`src/rtl/alu_seq_pkg.sv`:
```
// alu_seq_pkg: opcodes, FSM states and flag bit positions
// shared by the sequential ALU and its bench-facing top.
package alu_seq_pkg;

  localparam int OPW = 6;

  localparam logic [OPW-1:0] OP_ADD = 6'b100000;
  localparam logic [OPW-1:0] OP_SUB = 6'b100010;
  localparam logic [OPW-1:0] OP_AND = 6'b100100;
  localparam logic [OPW-1:0] OP_OR  = 6'b100101;
  localparam logic [OPW-1:0] OP_XOR = 6'b100110;
  localparam logic [OPW-1:0] OP_NOR = 6'b100111;
  localparam logic [OPW-1:0] OP_SRL = 6'b000010;
  localparam logic [OPW-1:0] OP_SRA = 6'b000011;
  localparam logic [OPW-1:0] OP_MUL = 6'b011000;

  typedef enum logic [1:0] {
    IDLE,
    EXEC,
    MUL
  } state_t;

  localparam int FLG_C = 0;
  localparam int FLG_Z = 1;
  localparam int FLG_V = 2;
  localparam int FLG_N = 3;
  localparam int NFLG  = 4;

endpackage

```
`src/rtl/alu_seq_unit_edge_sync.sv`:
```
// edge_sync: two-flop synchroniser followed by a
// rising-edge detector producing a one-cycle pulse.
module edge_sync (
  input  logic clk,
  input  logic rst_n,
  input  logic level,
  output logic pulse
);

  logic s0;
  logic s1;
  logic prev;

  always_ff @(posedge clk or negedge rst_n) begin
    if (!rst_n) begin
      s0   <= 1'b0;
      s1   <= 1'b0;
      prev <= 1'b0;
    end else begin
      s0   <= level;
      s1   <= s0;
      prev <= s1;
    end
  end

  assign pulse = s1 & ~prev;

endmodule

```
`src/rtl/alu_seq_unit.sv`:
```
// alu_seq_unit: button-loaded ALU with registered flags
// and a multi-cycle shift-add unsigned multiplier.
module alu_seq_unit
  import alu_seq_pkg::*;
#(
  parameter int NB_DATA = 8,
  parameter int NB_OP   = 6
) (
  input  logic               i_clk,
  input  logic               i_reset,
  input  logic [NB_DATA-1:0] i_data,
  input  logic               i_enable_1,
  input  logic               i_enable_2,
  input  logic               i_enable_3,
  output logic [NB_DATA-1:0] o_data,
  output logic               o_carry,
  output logic               o_zero,
  output logic               o_overflow,
  output logic               o_negative,
  output logic               o_busy,
  output logic               o_valid,
  output logic               o_error
);

  localparam int SHW = $clog2(NB_DATA);
  localparam int CW  = $clog2(NB_DATA + 1);
  localparam int OW  = (NB_OP > OPW) ? NB_OP : OPW;
  localparam int N   = NB_DATA;

  state_t state;
  state_t state_n;

  logic ld_a;
  logic ld_b;
  logic ld_op;

  logic [N-1:0]     a_q;
  logic [N-1:0]     b_q;
  logic [NB_OP-1:0] op_q;
  logic [OW-1:0]    opx;

  logic [2*N-1:0] acc_q;
  logic [2*N-1:0] mcand_q;
  logic [N-1:0]   mplier_q;
  logic [CW-1:0]  cnt_q;
  logic [2*N-1:0] acc_step;
  logic           mul_last;

  logic [N-1:0]    data_q;
  logic [NFLG-1:0] flg_q;
  logic            valid_q;
  logic            err_q;

  logic [N:0]     sum_add;
  logic [N:0]     sum_sub;
  logic           ovf_add;
  logic           ovf_sub;
  logic [SHW-1:0] sh;
  logic [N-1:0]   sra_r;

  logic [N-1:0] res;
  logic         cout;
  logic         ovf;
  logic         legal;
  logic         is_mul;

  edge_sync u_sync_a (
    .clk   (i_clk),
    .rst_n (i_reset),
    .level (i_enable_1),
    .pulse (ld_a)
  );

  edge_sync u_sync_b (
    .clk   (i_clk),
    .rst_n (i_reset),
    .level (i_enable_2),
    .pulse (ld_b)
  );

  edge_sync u_sync_op (
    .clk   (i_clk),
    .rst_n (i_reset),
    .level (i_enable_3),
    .pulse (ld_op)
  );

  function automatic logic [NFLG-1:0] mk_flg(
    input logic [N-1:0] r,
    input logic         c,
    input logic         v
  );
    mk_flg        = '0;
    mk_flg[FLG_C] = c;
    mk_flg[FLG_Z] = (r == '0);
    mk_flg[FLG_V] = v;
    mk_flg[FLG_N] = r[N-1];
  endfunction

  assign opx = OW'(op_q);

  // SUB is A + ~B + 1, so carry-out high means no borrow
  assign sum_add = {1'b0, a_q} + {1'b0, b_q};
  assign sum_sub = {1'b0, a_q} + {1'b0, ~b_q} + (N+1)'(1);

  assign ovf_add = (a_q[N-1] == b_q[N-1])
                 & (sum_add[N-1] != a_q[N-1]);
  assign ovf_sub = (a_q[N-1] != b_q[N-1])
                 & (sum_sub[N-1] != a_q[N-1]);

  assign sh    = b_q[SHW-1:0];
  assign sra_r = $unsigned($signed(a_q) >>> sh);

  always_comb begin
    res    = '0;
    cout   = 1'b0;
    ovf    = 1'b0;
    legal  = 1'b1;
    is_mul = 1'b0;
    unique case (1'b1)
      opx == OW'(OP_ADD): begin
        res  = sum_add[N-1:0];
        cout = sum_add[N];
        ovf  = ovf_add;
      end
      opx == OW'(OP_SUB): begin
        res  = sum_sub[N-1:0];
        cout = sum_sub[N];
        ovf  = ovf_sub;
      end
      opx == OW'(OP_AND): res = a_q & b_q;
      opx == OW'(OP_OR):  res = a_q | b_q;
      opx == OW'(OP_XOR): res = a_q ^ b_q;
      opx == OW'(OP_NOR): res = ~(a_q | b_q);
      opx == OW'(OP_SRL): res = a_q >> sh;
      opx == OW'(OP_SRA): res = sra_r;
      opx == OW'(OP_MUL): is_mul = 1'b1;
      default:            legal = 1'b0;
    endcase
  end

  assign acc_step = mplier_q[0] ? acc_q + mcand_q : acc_q;
  assign mul_last = (cnt_q == CW'(1));

  always_ff @(posedge i_clk or negedge i_reset) begin
    if (!i_reset) state <= IDLE;
    else          state <= state_n;
  end

  always_comb begin
    state_n = state;
    unique case (state)
      IDLE: if (ld_op) state_n = EXEC;
      EXEC: state_n = is_mul ? MUL : IDLE;
      MUL:  if (mul_last) state_n = IDLE;
      default: state_n = IDLE;
    endcase
  end

  always_ff @(posedge i_clk or negedge i_reset) begin
    if (!i_reset) begin
      a_q      <= '0;
      b_q      <= '0;
      op_q     <= '0;
      acc_q    <= '0;
      mcand_q  <= '0;
      mplier_q <= '0;
      cnt_q    <= '0;
      data_q   <= '0;
      flg_q    <= '0;
      valid_q  <= 1'b0;
      err_q    <= 1'b0;
    end else begin
      valid_q <= 1'b0;
      unique case (state)
        IDLE: begin
          if (ld_a)  a_q  <= i_data;
          if (ld_b)  b_q  <= i_data;
          if (ld_op) op_q <= i_data[NB_OP-1:0];
        end
        EXEC: begin
          if (!legal) begin
            err_q   <= 1'b1;
            valid_q <= 1'b1;
          end else if (is_mul) begin
            acc_q    <= '0;
            mcand_q  <= {{N{1'b0}}, a_q};
            mplier_q <= b_q;
            cnt_q    <= CW'(N);
          end else begin
            data_q  <= res;
            flg_q   <= mk_flg(res, cout, ovf);
            err_q   <= 1'b0;
            valid_q <= 1'b1;
          end
        end
        MUL: begin
          acc_q    <= acc_step;
          mcand_q  <= mcand_q << 1;
          mplier_q <= mplier_q >> 1;
          cnt_q    <= cnt_q - CW'(1);
          if (mul_last) begin
            data_q  <= acc_step[N-1:0];
            flg_q   <= mk_flg(acc_step[N-1:0],
                              |acc_step[2*N-1:N],
                              |acc_step[2*N-1:N]);
            err_q   <= 1'b0;
            valid_q <= 1'b1;
          end
        end
        default: ;
      endcase
    end
  end

  assign o_data     = data_q;
  assign o_carry    = flg_q[FLG_C];
  assign o_zero     = flg_q[FLG_Z];
  assign o_overflow = flg_q[FLG_V];
  assign o_negative = flg_q[FLG_N];
  assign o_busy     = (state != IDLE);
  assign o_valid    = valid_q;
  assign o_error    = err_q;

endmodule

```
`config.mk`:
```
export PLATFORM = sky130hd
export DESIGN_NAME = alu_seq_unit
export DESIGN_NICKNAME = d
export VERILOG_FILES = /design/src/rtl/alu_seq_pkg.sv /design/src/rtl/alu_seq_unit_edge_sync.sv /design/src/rtl/alu_seq_unit.sv
export SDC_FILE = /design/constraint.sdc
export NUM_CORES = 1
export LEC_CHECK = 0
export ABC_AREA = 1
export CORE_ASPECT_RATIO = 0.75
export CORE_MARGIN = 1.5
export CORE_UTILIZATION = 35
export CTS_CLUSTER_SIZE = 40
export DETAILED_ROUTE_END_ITERATION = 10
export PLACE_DENSITY = 0.5
export REMOVE_ABC_BUFFERS = 1
export SYNTH_ARGS = -nofsm -noshare
export SYNTH_HDL_FRONTEND = slang
export SYNTH_HIERARCHICAL = 1
export SYNTH_SLANG_ARGS = --single-unit
```
`constraint.sdc`:
```
create_clock -name i_clk -period 2.16 [get_ports i_clk]
set_input_delay 0.648 -clock i_clk [delete_from_list [all_inputs] [get_ports i_clk]]
set_output_delay 0.648 -clock i_clk [all_outputs]
set_load 0.02 [all_outputs]
```
## Word level (Yosys, flattened, before mapping)

Cells that the tools add are included.

| storage, ports and cells | value |
|---|---|
| register bits | 91 |
| bits of input ports | 13 |

| operators by class | value |
|---|---|
| add/subtract/negate cells | 5 |
| eq/ne operators | 22 |
| shift-type cells | 2 |
| muxes and demuxes | 38 |
| bitwise operators | 13 |
| reductions and logical operators | 14 |

Operators by type and width:

| cell | number |
|---|---|
| $mux W16 | 5 |
| $pmux W16 S2 | 2 |
| $pmux W8 S8 | 1 |
| $mux W8 | 5 |
| $eq A6 B6 Y1 const B | 6 |
| $pmux W8 S2 | 2 |
| $mux W4 | 5 |
| $add A8 B8 Y9 | 2 |
| $add A16 B16 Y16 | 1 |
| $logic_not A8 Y1 | 2 |
| $not A8 Y8 | 2 |
| $pmux W4 S2 | 2 |
| $eq A6 B2 Y1 const B | 2 |
| $ne A2 B2 Y1 const B | 5 |
| $add A9 B1 Y9 const B | 1 |
| $reduce_or A9 Y1 | 1 |
| $and A8 B8 Y8 | 1 |
| $mux W1 | 8 |
| $or A8 B8 Y8 | 1 |
| $pmux W1 S2 | 4 |
| $reduce_and A2 Y1 | 4 |
| $reduce_or A8 Y1 | 1 |
| $shr A8 B3 Y8 | 1 |
| $sshr A8 B3 Y8 | 1 |
| 17 further kinds | 29 |

## Logic depth before layout (Yosys ltp)

| depth | value |
|---|---|
| depth in word-level cells | 9 |
| depth in mapped cells | 16 |

## Hierarchy

The synthesis kept the hierarchy.

Modules (own cells, without submodules):

| module | times used | cells an instance | area an instance (um^2) |
|---|---|---|---|
| alu_seq_unit | 1 | 906 | 6,184.7 |
| edge_sync | 3 | 5 | 85.1 |

## Least setup slack after synthesis

No wires, ideal clock.

| timing | value |
|---|---|
| path type | register to register |
| start | reg b_q[2] |
| end | reg flg_q[1] |
| setup time | 0.073 ns |
| arrival time | 2.141 ns |
| slack | -0.054 ns |
| stages on the path, launching flop included | 16 |
| buffers on the path | 2 |
| clock period less this slack | 2.214 ns |
| cell sequence | dfrtp_1 -> clkbuf_1 -> inv_1 -> ha_1 -> buf_2 -> inv_1 -> nand2_1 -> nand3_1 -> nand4_1 -> nand2_1 -> nand2_1 -> nand3_1 -> nand3_1 -> nor2_1 -> nand3_1 -> a21oi_2 |

| between the ends | value |
|---|---|
| cells in the longest elaborated chain, start to end | 8 |
| elaborated cells on any way between the ends | 15 |
| those cells by class | 3 x add/sub; 2 x shift; 4 x mux; 5 x bitwise; 1 x reduce/logical |

RTL lines:

| what | RTL line | source |
|---|---|---|
| start, declared | alu_seq_unit.sv:38 | `logic [N-1:0] b_q;` |
| start signal, assigned | alu_seq_unit.sv:178 | `if (ld_b) b_q <= i_data;` |
| $not A8 Y8 | alu_seq_unit.sv:104 | `assign sum_sub = {1'b0, a_q} + {1'b0, ~b_q} + (N+1)'(1);` |
| $add A8 B8 Y9 | alu_seq_unit.sv:104 |  |
| $add A9 B1 Y9 | alu_seq_unit.sv:104 |  |
| $pmux W8 S8 * | alu_seq_unit.sv:120 | `unique case (1'b1)` |
| $logic_not A8 Y1 * | alu_seq_unit.sv:95 | `mk_flg[FLG_Z] = (r == '0);` |
| $mux W4 * | alu_seq_unit.sv:185 | `end else if (is_mul) begin` |
| $mux W4 * | alu_seq_unit.sv:182 | `if (!legal) begin` |
| $pmux W4 S2 * | alu_seq_unit.sv:175 | `unique case (state)` |
| end signal, assigned | alu_seq_unit.sv:192 | `flg_q <= mk_flg(res, cout, ovf);` |
| end signal, assigned | alu_seq_unit.sv:204 | `flg_q <= mk_flg(acc_step[N-1:0],` |
| end, declared | alu_seq_unit.sv:50 | `logic [NFLG-1:0] flg_q;` |

Every way passes the cells marked *; elsewhere a longest branch is shown, timed or not. The select of a mux whose other input is x is not followed.
A chain may end at the register's enable or synchronous reset.

## Final worst setup path

| timing | value |
|---|---|
| start | reg acc_q[2] |
| end | reg flg_q[1] |

| between the ends | value |
|---|---|
| cells in the longest elaborated chain, start to end | 5 |

RTL lines:

| what | RTL line | source |
|---|---|---|
| start, declared | alu_seq_unit.sv:42 | `logic [2*N-1:0] acc_q;` |
| start signal, assigned | alu_seq_unit.sv:198 | `acc_q <= acc_step;` |
| $add A16 B16 Y16 | alu_seq_unit.sv:142 | `assign acc_step = mplier_q[0] ? acc_q + mcand_q : acc_q;` |
| $mux W16 * | alu_seq_unit.sv:142 |  |
| $logic_not A8 Y1 * | alu_seq_unit.sv:95 |  |
| $mux W4 * | alu_seq_unit.sv:202 | `if (mul_last) begin` |
| $pmux W4 S2 * | alu_seq_unit.sv:175 |  |

Marked as above.

==> summary.txt <==
STA
  • Final hold vios: 0
  • RSZ-0062 raised after global routing: true
  • Post-route clock period utilization: 0.966
  • Fin crit period: 2090 ps
  • Relative slew margins: 0.640
  • Setup Skew: between 10 and 15 ps
  • Setup TNS: 0 ps
  • Pins Over Slew Limit: 0
  • Setup WS post-layout: 72.5 ps
  • Tightest Pin Transition: 540 ps
  • Final setup violation count: 0
  • FMAX: ~480 MHz

Synth
  • Distinct cells, synth: 49
  • Mean area per synthesized cell: between 6 and 7 sq um
  • Post-synth EDFFs: 0
  • Register area share after synthesis: 0.350
  • Synth area leaders: dfrtp_1, nand2_1, ha_1
  • Cell area after synthesis: 6440 sq um
  • #FFs+latches synth: 90
  • Top_reg_cell synth: dfrtp_1
  • Area leader, netlist: dfrtp_1
  • Count leader, synth: nand2_1
  • YS warnings: 6
  • FFs w/ async S/R, synth: 1.00
  • Cells after synthesis: 921
  • Yosys top cell area share: 0.350
  • Post-synth top cells: nand2_1, inv_1, dfrtp_1

Die
  • Starting Density: 0.361
  • Total I/O pin count: 28
  • Row cnt: 42
  • Core Box Area: between 15000 and 20000 sq um
  • Die Span X: 160 um
  • Chip height: between 100 and 150 um
  • Total die area: 19200 sq um

Power
  • Pwr/cell area: 1290 nW/um^2
  • Peak VDD IR: 0.619 mV
  • Total Power: around 11 mW
  • Leakage power: ~4 nW

Critical path
  • Worst setup SP type: register
  • Crit. End Element: register
  • Critical Path AT: 2370 ps
  • Critical-path maximum fanout: 6
  • Critical path required time: roughly 2500 ps
  • WS Path Type: reg -> reg

Min path
  • Hold/Removal Path Class: in -> async

Place
  • Setup WS pre-CTS: -93.5 ps
  • Port bufs: 27
  • Detailed Place HPWL: 15800 um
  • Gpl congestion: 0.960

Route
  • WL/cell: 15.6 um
  • DRC errors left: 0
  • Vias: 6248
  • Vias per std cell: 4.89
  • Post-Route WL: 19900 um
  • DR iter-0 viols: 465
  • Post-route ant nets: 0
  • Drt pass-1 iters: 5

Global routing
  • Vias in the first global route: 5724
  • Congestion Overflow GR: 0
  • Initial antenna violation count: 0
  • Gr usage total: 0.215
  • Global-route wire length before repair: 32000 um
  • Largest net degree at the start of global routing: 52

Final layout
  • Filler cells: 1862
  • Diodes inserted: 0
  • Layout net count: approximately 1100
  • Share of post-route cells with drive strength above 1: 0.200
  • Synth-to-layout area growth: 28.2%

Clock network
  • Clock buffer depth: 2
  • CTS sink count: 90
  • Post-CTS Hold Fix Bufs: 0
  • CTS buffer count: 9
  • Worst-skew pair later-pin latency: 350 ps
  • H-tree depth: 3
  • CTS tree: built
  • Clock tree root buffer cell: clkbuf_16
  • Worst-path clk slew: roughly 80 ps

Status
  • Status: finished clean

Job
  • Max-Cap Viols: 0
[kinds of logic after synthesis]
group / count (synthesis) / synth area share
AOI/OAI and AO/OA: 163 / 0.145
buffers and inverters: 158 / 0.0960
adders and majority gates: 49 / 0.0987
DFF: 90 / 0.350
xor gates and xnor gates: 6 / 0.00816
and+or+nand+nor: 455 / 0.303
[stage by stage]
| step | std cells | cell area [sq um] | hold WS (ps) | utilization |
|---|---|---|---|---|
| 4_1_cts | 1271 | 7980 | 160 | 0.448 |
| 5_1_grt | 1277 | 8250 | 161 | 0.463 |
| 3_3_place_gp | 1255 | 7620 | 331 | 0.428 |
| 3_5_place_dp | 1255 | 7620 | 342 | 0.428 |
| 2_1_floorplan | 894 | 6320 | 331 | - |
| 6_report | 1277 | 8250 | 156 | 0.463 |
[cell type report]
class,count,area [sq um],share of cell area
multi-input combinational,673,3860,0.467
sequential,90,2260,0.273
timing repair buffer,125,1040,0.126
inverter,131,495,0.0600
tap,242,303,0.0367
clock buffer,9,225,0.0273
clock inverter,7,72.6,0.00879
[report_power, final]
| group | internal (mW) | switching [mW] |
|---|---|---|
| clock | 0.816 | 0.770 |
| combinational | 2.66 | 3.77 |
| sequential | 2.20 | 0.446 |
| total | 5.67 | 4.99 |
[state kept, by name, indices dropped and copies added, names as in the netlist, 2 cells and up]
| signal | count |
|---|---|
| flg_q | 3 |
| b_q | 8 |
| op_q | 6 |
| cnt_q | 4 |
| mcand_q | 16 |
| o_data | 8 |
| state | 2 |
| a_q | 8 |
| mplier_q | 8 |
| acc_q | 16 |
[critical path, stage by stage, from the launching register on]
cell	delay [ps]
dfrtp_1	380
ha_1	360
nand2_1	120
nand3_2	140
buf_4	160
a21oi_1	150
or2_2	130
nand3_1	90
nand2_1	80
nand3_1	90
nor2_2	140
nor2_1	60
a21oi_2	120
[placed cells by master, fill, tap and decap left out, types with 25 or more instances in the layout]
| cell | count |
|---|---|
| nand2_1 | 273 |
| inv_1 | 116 |
| buf_4 | 95 |
| dfrtp_1 | 86 |
| o21ai_0 | 69 |
| nor2_1 | 56 |
| nand3_1 | 51 |
| a21oi_1 | 30 |
| ha_1 | 30 |
| clkdlybuf4s50_1 | 25 |
[repair_timing]
action / in CTS / in global routing
gates resized for setup: 16 / 55
hold endpoints to repair: 0 / 0
pin swaps: 3 / 10
setup endpoints to repair: 4 / 25
setup buffers: 0 / 6
[path summary, 6_finish.rpt]
kind,cells past startpoint,from,slack [ps],end
worst min register to register,0,u_sync_b/s0,360,u_sync_b/s1
max in group asynchronous,2,i_reset,1370,b_q[0]
worst min-delay path,1,i_reset,160,a_q[1]
min in group i_clk,0,u_sync_b/s0,360,u_sync_b/s1
worst max-delay path,12,acc_q[2],70,flg_q[1]
worst max register to register,12,acc_q[2],70,flg_q[1]
[per-layer routing]
| layer | vias up | routed length [um] | track usage |
|---|---|---|---|
| met3 | 12 | 996 | 0.0316 |
| met4 | 0 | 187 | 0.0425 |
| met1 | 2879 | 11200 | 0.354 |
| met5 | - | 0 | 0 |
| li1 | 3205 | - | - |
| met2 | 152 | 7540 | 0.289 |
Note: power is estimated with default switching activity, not from simulation.
